===== config.mk =====
export PLATFORM = sky130hd
export DESIGN_NAME = fifo_wr_arbiter
export DESIGN_NICKNAME = d
export VERILOG_FILES = /design/src/rtl/fifo_arb_pkg.sv /design/src/rtl/rr_prio_pick.sv /design/src/rtl/fifo_wr_arbiter.sv
export SDC_FILE = /design/constraint.sdc
export NUM_CORES = 1
export LEC_CHECK = 0
export ABC_AREA = 1
export BUFFER_PORTS_ARGS = -buffer_cell sky130_fd_sc_hd__buf_2
export CELL_PAD_IN_SITES_DETAIL_PLACEMENT = 2
export CELL_PAD_IN_SITES_GLOBAL_PLACEMENT = 2
export CORE_MARGIN = 2
export CORE_UTILIZATION = 25
export CTS_BUF_LIST = sky130_fd_sc_hd__clkbuf_4
export DETAILED_ROUTE_END_ITERATION = 10
export PLACE_DENSITY = 0.95
export SYNTH_ARGS = -nofsm -noshare
export SYNTH_HDL_FRONTEND = slang
export SYNTH_SLANG_ARGS = --single-unit

===== constraint.sdc =====
create_clock -name clk_i -period 6.5 [get_ports clk_i]
set_clock_uncertainty 0.2 [all_clocks]
set_input_delay 1.3 -clock clk_i [delete_from_list [all_inputs] [get_ports clk_i]]
set_output_delay 1.3 -clock clk_i [all_outputs]
set_load 0.05 [all_outputs]

===== src/rtl/fifo_arb_pkg.sv =====
// Shared types and helpers for the fifo write-port arbiter.
package fifo_arb_pkg;

  typedef enum logic {
    StArb  = 1'b0,
    StLock = 1'b1
  } arb_state_e;

  // Index width for N requesters; never less than one bit.
  function automatic int unsigned clog2(input int unsigned v);
    int unsigned r;
    r = 0;
    while ((32'd1 << r) < v) r++;
    return (r == 0) ? 1 : r;
  endfunction

endpackage


===== src/rtl/rr_prio_pick.sv =====
// Combinational round-robin picker: first request strictly after ptr_i, wrapping.
module rr_prio_pick #(
  parameter int unsigned N    = 4,
  parameter int unsigned IdxW = 2
) (
  input  logic [N-1:0]    req_i,
  input  logic [IdxW-1:0] ptr_i,
  input  logic            mask_en_i,
  input  logic [IdxW-1:0] owner_i,
  output logic            valid_o,
  output logic [IdxW-1:0] idx_o
);

  logic [N-1:0] req_m;

  // While locked only the packet owner stays eligible.
  always_comb begin
    req_m = '0;
    for (int unsigned k = 0; k < N; k++) begin
      req_m[k] = req_i[k] & (!mask_en_i || (owner_i == IdxW'(k)));
    end
  end

  always_comb begin
    logic [IdxW-1:0] cand;
    valid_o = 1'b0;
    idx_o   = '0;
    cand    = '0;
    for (int unsigned k = 1; k <= N; k++) begin
      cand = IdxW'((32'(ptr_i) + k) % N);
      if (!valid_o && req_m[cand]) begin
        valid_o = 1'b1;
        idx_o   = cand;
      end
    end
  end

endmodule


===== src/rtl/fifo_wr_arbiter.sv =====
// Round-robin arbiter sharing one registered fifo write port among N producers.
// Define FIFO_ARB_PKTLOCK_EN to keep multi-beat packets contiguous.
module fifo_wr_arbiter
  import fifo_arb_pkg::*;
#(
  parameter int unsigned N = 4,
  parameter int unsigned B = 8
) (
  input  logic           clk_i,
  input  logic           rst_i,
  input  logic [N-1:0]   req_bi,
  input  logic [N*B-1:0] data_bi,
  input  logic [N-1:0]   last_bi,
  output logic [N-1:0]   ack_bo,
  input  logic           fifo_full_i,
  output logic           fifo_wr_o,
  output logic [B-1:0]   fifo_wdata_bo
);

  localparam int unsigned IdxW = clog2(N);

  logic            out_valid_q, out_valid_d;
  logic [B-1:0]    out_data_q, out_data_d;
  logic [IdxW-1:0] rr_ptr_q, rr_ptr_d;
  logic [IdxW-1:0] owner_q, owner_d;
  arb_state_e      state_q, state_d;

  logic            win_valid;
  logic [IdxW-1:0] win_idx;
  logic [B-1:0]    win_data;
  logic            drain, load;
  logic [N-1:0]    ack;

  rr_prio_pick #(
    .N    (N),
    .IdxW (IdxW)
  ) u_pick (
    .req_i     (req_bi),
    .ptr_i     (rr_ptr_q),
    .mask_en_i (state_q == StLock),
    .owner_i   (owner_q),
    .valid_o   (win_valid),
    .idx_o     (win_idx)
  );

  always_comb begin
    win_data = '0;
    for (int unsigned k = 0; k < N; k++) begin
      if (win_idx == IdxW'(k)) win_data = data_bi[k*B +: B];
    end
  end

  assign drain = out_valid_q & ~fifo_full_i;
  assign load  = (!out_valid_q || drain) && win_valid;

`ifdef FIFO_ARB_PKTLOCK_EN
  logic win_last;
  assign win_last = last_bi[win_idx];
`else
  logic unused_last;
  assign unused_last = ^last_bi;
`endif

  always_comb begin
    out_valid_d = out_valid_q;
    out_data_d  = out_data_q;
    rr_ptr_d    = rr_ptr_q;
    owner_d     = owner_q;
    state_d     = state_q;
    ack         = '0;
    if (drain) out_valid_d = 1'b0;
    if (load) begin
      out_valid_d  = 1'b1;
      out_data_d   = win_data;
      rr_ptr_d     = win_idx;
      ack[win_idx] = 1'b1;
`ifdef FIFO_ARB_PKTLOCK_EN
      if (state_q == StArb && !win_last) begin
        state_d = StLock;
        owner_d = win_idx;
      end else if (state_q == StLock && win_last) begin
        state_d = StArb;
      end
`endif
    end
  end

  always_ff @(posedge clk_i) begin
    if (rst_i) begin
      out_valid_q <= 1'b0;
      out_data_q  <= '0;
      rr_ptr_q    <= IdxW'(N - 1);
      owner_q     <= '0;
      state_q     <= StArb;
    end else begin
      out_valid_q <= out_valid_d;
      out_data_q  <= out_data_d;
      rr_ptr_q    <= rr_ptr_d;
      owner_q     <= owner_d;
      state_q     <= state_d;
    end
  end

  assign ack_bo        = rst_i ? '0 : ack;
  assign fifo_wr_o     = out_valid_q;
  assign fifo_wdata_bo = out_data_q;

endmodule


## Word level (Yosys, flattened, before mapping)

Index checks and enable logic that the tools add are counted.

- Bits in latches: 0
- Logic and storage cells: 56
- Memories kept: 0
- ROM bits: 0
- Bits in writable memories: 0
- Register bits after elaboration: 11
- Input bits: 43

- Reduce and logical (&&, ||, !) cells: 12
- Magnitude comparators: 6
- Divide/modulo/power cells: 0
- $mul: 0
- Shift operators: 0
- Add/subtract/negate cells: 4
- Bitwise logic cells: 2
- Equality and inequality tests: 3
- Muxes and demuxes: 26

Operators with widths:

| kind | count |
|---|---|
| 2-to-1 mux 8 bit | 4 |
| < comparator 2 x 3 -> 1 bit (second input constant) | 5 |
| 2-to-1 mux 1 bit | 11 |
| binary-select mux 1 bit (select 2 bit) | 4 |
| 2-to-1 mux 2 bit | 4 |
| 2-to-1 mux 4 bit | 2 |
| logical AND 1 bit | 5 |
| adder 2 x 1 -> 2 bit (second input constant) | 2 |
| adder 2 bit (second input constant) | 2 |
| equality test 2 bit (second input constant) | 2 |
| zero test 1 bit | 4 |
| demux 1 bit (select 2 bit) | 1 |
| equality test 2 x 1 -> 1 bit (second input constant) | 1 |
| greater-or-equal comparator 2 x 1 -> 1 bit (second input constant) | 1 |
| zero test 2 bit | 1 |
| nonzero test 2 bit | 1 |
| bitwise AND 1 bit | 1 |
| logical OR 1 bit | 1 |
| inverter 1 bit | 1 |

## Longest topological paths before layout

- Word-level depth: 19
- Gate-level depth with buffers: 16
- Gate-level depth less buffers: 15

## Modules after synthesis

From an unflattened synthesis, not the netlist that was laid out.

- Cell total of the unflattened synthesis: 165
- Area, all modules: 984.7 sq um

By module, submodules not included:

| module | cells an instance | instances | area each (sq um) |
|---|---|---|---|
| fifo_wr_arbiter | 105 | 1 | 678.2 |
| rr_prio_pick | 60 | 1 | 306.5 |

## Least setup slack after synthesis

Ideal clock, no wire load.

- Kind: input to output
- Start point: input port req_bi[2]
- End point: output port ack_bo[0]
- Cell stages on the path: 10
- Slack: 1.682 ns
- Arrival time: 3.318 ns
- Cells stage by stage: inv_1 nand2_1 nand2_1 o21ai_1 nand3b_1 nand2_1 inv_2 buf_2 nand2_1 nor3_1

- Cells in the longest elaborated chain, start to end: 18
- Elaborated cells on any way between the ends: 30
- Those cells by class: 2 x order compare; 20 x mux; 8 x reduce/logical

RTL lines:

| what | RTL line | text |
|---|---|---|
| from (decl) | fifo_wr_arbiter.sv:11 | `input logic [N-1:0] req_bi,` |
| binary-select mux 1 bit (select 2 bit) | rr_prio_pick.sv:31 | `if (!valid_o && req_m[cand]) begin` |
| 2-to-1 mux 1 bit (implied by the code) | rr_prio_pick.sv:31 |  |
| 2-to-1 mux 1 bit | rr_prio_pick.sv:31 |  |
| zero test 1 bit | rr_prio_pick.sv:31 |  |
| logical AND 1 bit | rr_prio_pick.sv:31 |  |
| 2-to-1 mux 1 bit | rr_prio_pick.sv:31 |  |
| zero test 1 bit | rr_prio_pick.sv:31 |  |
| logical AND 1 bit | rr_prio_pick.sv:31 |  |
| (+2 left out) | - |  |
| logical AND 1 bit | rr_prio_pick.sv:31 |  |
| 2-to-1 mux 2 bit | rr_prio_pick.sv:31 |  |
| < comparator 2 x 3 -> 1 bit (implied by the code) or greater-or-equal comparator 2 x 1 -> 1 bit (tied branches) | fifo_wr_arbiter.sv:76 | `ack[win_idx] = 1'b1;` |
| logical AND 1 bit (implied by the code) | fifo_wr_arbiter.sv:76 |  |
| 2-to-1 mux 1 bit (implied by the code) | fifo_wr_arbiter.sv:76 |  |
| demux 1 bit (select 2 bit) | fifo_wr_arbiter.sv:76 |  |
| 2-to-1 mux 4 bit * | fifo_wr_arbiter.sv:72 | `if (load) begin` |
| 2-to-1 mux 4 bit * | fifo_wr_arbiter.sv:104 | `assign ack_bo = rst_i ? '0 : ack;` |
| to (decl) | fifo_wr_arbiter.sv:14 | `output logic [N-1:0] ack_bo,` |

Mark *: on every way between the ends. The rest lies on a longest branch, timed or not. The select of a mux whose other input is x is not followed.

## Worst setup path in the final report

Ends and elaborated chain as after synthesis.

==> flow_results.xml <==
<?xml version="1.0" encoding="UTF-8"?>
<metrics>
  <group name="outcome">
    <metric name="outcome" unit="">complete, no violations</metric>
  </group>
  <group name="drt">
    <metric name="detailroute.via_count" unit="">1313</metric>
    <metric name="firstDrtPassIters" unit="">4</metric>
    <metric name="drt_first_iter_violations" unit="">14</metric>
    <metric name="remaining_drc_errors" unit="">0</metric>
    <metric name="vias_per_cell" unit="">4.81</metric>
    <metric name="overall_routed_net_length" unit="um">3990</metric>
    <metric name="post_route_ant_nets" unit="">0</metric>
    <metric name="drt-wirelength-per-cell" unit="um">14.6</metric>
  </group>
  <group name="global_routing">
    <metric name="grt_pass1_vias" unit="">1476</metric>
    <metric name="grt_max_degree" unit="">19</metric>
    <metric name="globalRouteTotalUtil" unit="">0.168</metric>
    <metric name="grt_overflow_total" unit="">0</metric>
    <metric name="first_pass_grt_wire_length" unit="um">6860</metric>
    <metric name="grt_busiest_layer" unit="">met2</metric>
    <metric name="met3_usage" unit="">0.0484</metric>
    <metric name="initial_antenna_violation_count" unit="">0</metric>
    <metric name="met2_usage" unit="">0.317</metric>
    <metric name="globalRouteMet1Util" unit="">0.194</metric>
  </group>
  <group name="worst_setup_path">
    <metric name="setup.worst_path.start_class" unit="">primary input</metric>
    <metric name="critical_path.most_common_cell" unit="">sky130_fd_sc_hd__nand2_1</metric>
    <metric name="rrSetupSlack" unit="ns">3.82</metric>
    <metric name="critPathCaptureType" unit="">primary output</metric>
    <metric name="arrival" unit="ns">3.21</metric>
    <metric name="critical_path.cell_chain" unit="">buf_2, inv_1, nand2_1, nand2_1, o21ai_1, nand3b_1, nand2_1, inv_2, nand2_1, nor3_1, buf_2</metric>
    <metric name="cp_slowest_stage_delay" unit="ns">0.30</metric>
    <metric name="cp_max_fo" unit="">12</metric>
    <metric name="worst_ep_required_time" unit="ns">5.00</metric>
    <metric name="critPathKind" unit="">primary input to primary output</metric>
    <metric name="critical_path.slowest_cell" unit="">sky130_fd_sc_hd__inv_2</metric>
  </group>
  <group name="floorplanning">
    <metric name="die_h" unit="um">71.2</metric>
    <metric name="io-pin-count" unit="">56</metric>
    <metric name="core_rows" unit="">24</metric>
    <metric name="placeableCoreArea" unit="um2">4350</metric>
    <metric name="initial_core_util" unit="">0.259</metric>
    <metric name="die_area" unit="um2">5070</metric>
    <metric name="die_x" unit="um">71.2</metric>
  </group>
  <group name="cells_and_area">
    <metric name="final_common_cell" unit="">sky130_fd_sc_hd__nand2_1</metric>
    <metric name="final.fill_count" unit="">548</metric>
    <metric name="layout.cells.most_common_list" unit="">54 x sky130_fd_sc_hd__nand2_1, 51 x sky130_fd_sc_hd__buf_2, 24 x sky130_fd_sc_hd__nand3_1</metric>
    <metric name="utilization" unit="">0.326</metric>
    <metric name="flow.area_growth_from_synthesis" unit="%">25.8</metric>
    <metric name="design.final.nets" unit="">265</metric>
    <metric name="layout-drive-gt1-share" unit="">0.416</metric>
    <metric name="antenna_cells" unit="">0</metric>
  </group>
  <group name="placed_design">
    <metric name="pre_cts_slack" unit="ns">1.78</metric>
    <metric name="port-buffer-count" unit="">51</metric>
    <metric name="routabilityCongestion" unit="">0.790</metric>
    <metric name="place_hpwl" unit="um">3200</metric>
  </group>
  <group name="clocking">
    <metric name="clkTransAtPathRegs" unit="ns">0.07</metric>
    <metric name="cts_repair_resize_count" unit="">0</metric>
    <metric name="buffers_inserted_by_post_cts_timing_repair" unit="">0</metric>
    <metric name="insertion_delay" unit="ns">0.27</metric>
    <metric name="cts_tree" unit="">yes</metric>
    <metric name="cts_made_buffers" unit="">3</metric>
    <metric name="ctsRootBufferMaster" unit="">sky130_fd_sc_hd__clkbuf_4</metric>
    <metric name="clock_sink_count" unit="">11</metric>
    <metric name="ctsHtreeMaxLevel" unit="">1</metric>
    <metric name="clockBufferDepth" unit="">2</metric>
    <metric name="post_cts_hold_buffer_count" unit="">0</metric>
  </group>
  <group name="sta">
    <metric name="relative_slew_margins" unit="">0.682</metric>
    <metric name="finalHoldWorstSlack" unit="ns">0.278</metric>
    <metric name="report.final.hold_viol_count" unit="">0</metric>
    <metric name="actual_transition_at_the_worst_max_transition_pin" unit="ns">0.476</metric>
    <metric name="min_period_over_period" unit="">0.725</metric>
    <metric name="max_freq" unit="GHz">0.212</metric>
    <metric name="totalNegativeSetupSlack" unit="ns">0</metric>
    <metric name="grt_setup_unrepaired" unit="">no</metric>
    <metric name="report.final.setup_viol" unit="">0</metric>
    <metric name="post-route-worst-setup-slack" unit="ns">1.79</metric>
    <metric name="finalWorstPathRequiredPeriod" unit="ns">4.71</metric>
    <metric name="timing_max_transition_violations_final" unit="">0</metric>
  </group>
  <group name="worst_hold_path">
    <metric name="worst_hold_path_type" unit="">flop to flop</metric>
  </group>
  <group name="synth">
    <metric name="syn-num-nets" unit="">216</metric>
    <metric name="synth-seq-cells" unit="">11</metric>
    <metric name="library_cells_used_by_synthesis" unit="">29</metric>
    <metric name="synthesized_instance_count" unit="">173</metric>
    <metric name="ys_seq_area_frac" unit="">0.195</metric>
    <metric name="synth.cell_area" unit="um2">1130</metric>
    <metric name="yosys_warnings" unit="">0</metric>
    <metric name="syn-mean-instance-area" unit="um2">6.52</metric>
  </group>
  <group name="pwr">
    <metric name="power_density" unit="nW/um2">712</metric>
    <metric name="power.leakage" unit="nW">0.775</metric>
    <metric name="ir_worst_vdd" unit="mV">0.225</metric>
    <metric name="pnr_total_power" unit="mW">1.01</metric>
  </group>
  <group name="flow_run">
    <metric name="max_cap_viol_count" unit="">0</metric>
  </group>
</metrics>
power by group:
part / switching, mW / internal [mW] / leakage, nW
logic: 0.599 / 0.239 / 0.665
clock network: 0.0257 / 0.0280 / 0.0184
registers: 0.0245 / 0.0945 / 0.0915
total: 0.649 / 0.361 / 0.775
flip-flops by register name, indices dropped and copies added, names as in the netlist:
name / count
fifo_wr_o: 1
fifo_wdata_bo: 8
rr_ptr_q: 2
area by class of cell:
type                    count  area (um2)  share of cell area
clock buffers               4        30.0              0.0211
inverters                  19        73.8              0.0520
multi-input cells         136         776               0.546
flip-flops and latches     11         220               0.155
well taps                  52        65.1              0.0458
repair buffers             51         255               0.180
cells by family (layout without fill, tap and decap cells):
family,Yosys count,after routing,synth area share
flip-flops,11,11,0.195
AND/OR/NAND/NOR,116,116,0.563
AO/OA/AOI/OAI,20,20,0.124
buffers and inverters,26,74,0.118
Yosys cell counts (all sizes together):
library cell	number	area, um2
nand2	65	297
nand3	27	158
inv	19	73.8
nor2	14	108
o21ai	12	75.1
dfxtp	11	220
a21oi	7	53.8
nand4	7	56.3
buf	5	50.0
clkbuf	2	8.75
nor3	2	10.0
a21boi	1	11.3
nand3b	1	7.51
through the flow:
stage	instances	area, um2
2_1_floorplan	173	1130
3_3_place_gp	269	1390
3_5_place_dp	269	1390
4_1_cts	273	1420
5_1_grt	273	1420
6_report	273	1420
critical path, delay by kind of cell:
family	cells	cell delay, ns
AO/OA/AOI/OAI	1	0.28
buffers and inverters	4	0.71
AND/OR/NAND/NOR	6	0.91
final timing paths:
path / from / endpoint / cells after the start
max: req_bi[2] / ack_bo[0] / 11
min: fifo_wdata_bo[6]$_SDFFE_PP0N_ / fifo_wdata_bo[6]$_SDFFE_PP0N_ / 2
max reg2reg: rr_ptr_q[0]$_SDFFE_PP1N_ / fifo_wdata_bo[6]$_SDFFE_PP0N_ / 11
min reg2reg: fifo_wdata_bo[6]$_SDFFE_PP0N_ / fifo_wdata_bo[6]$_SDFFE_PP0N_ / 2
routing by layer:
layer  part of all wire  vias to the layer above
met1               0.40                      610
met4                  0                        0
li1                   -                      656
met2               0.53                       47
met5                  0                        -
met3              0.072                        0
Note: power is estimated with default switching activity, not from simulation.
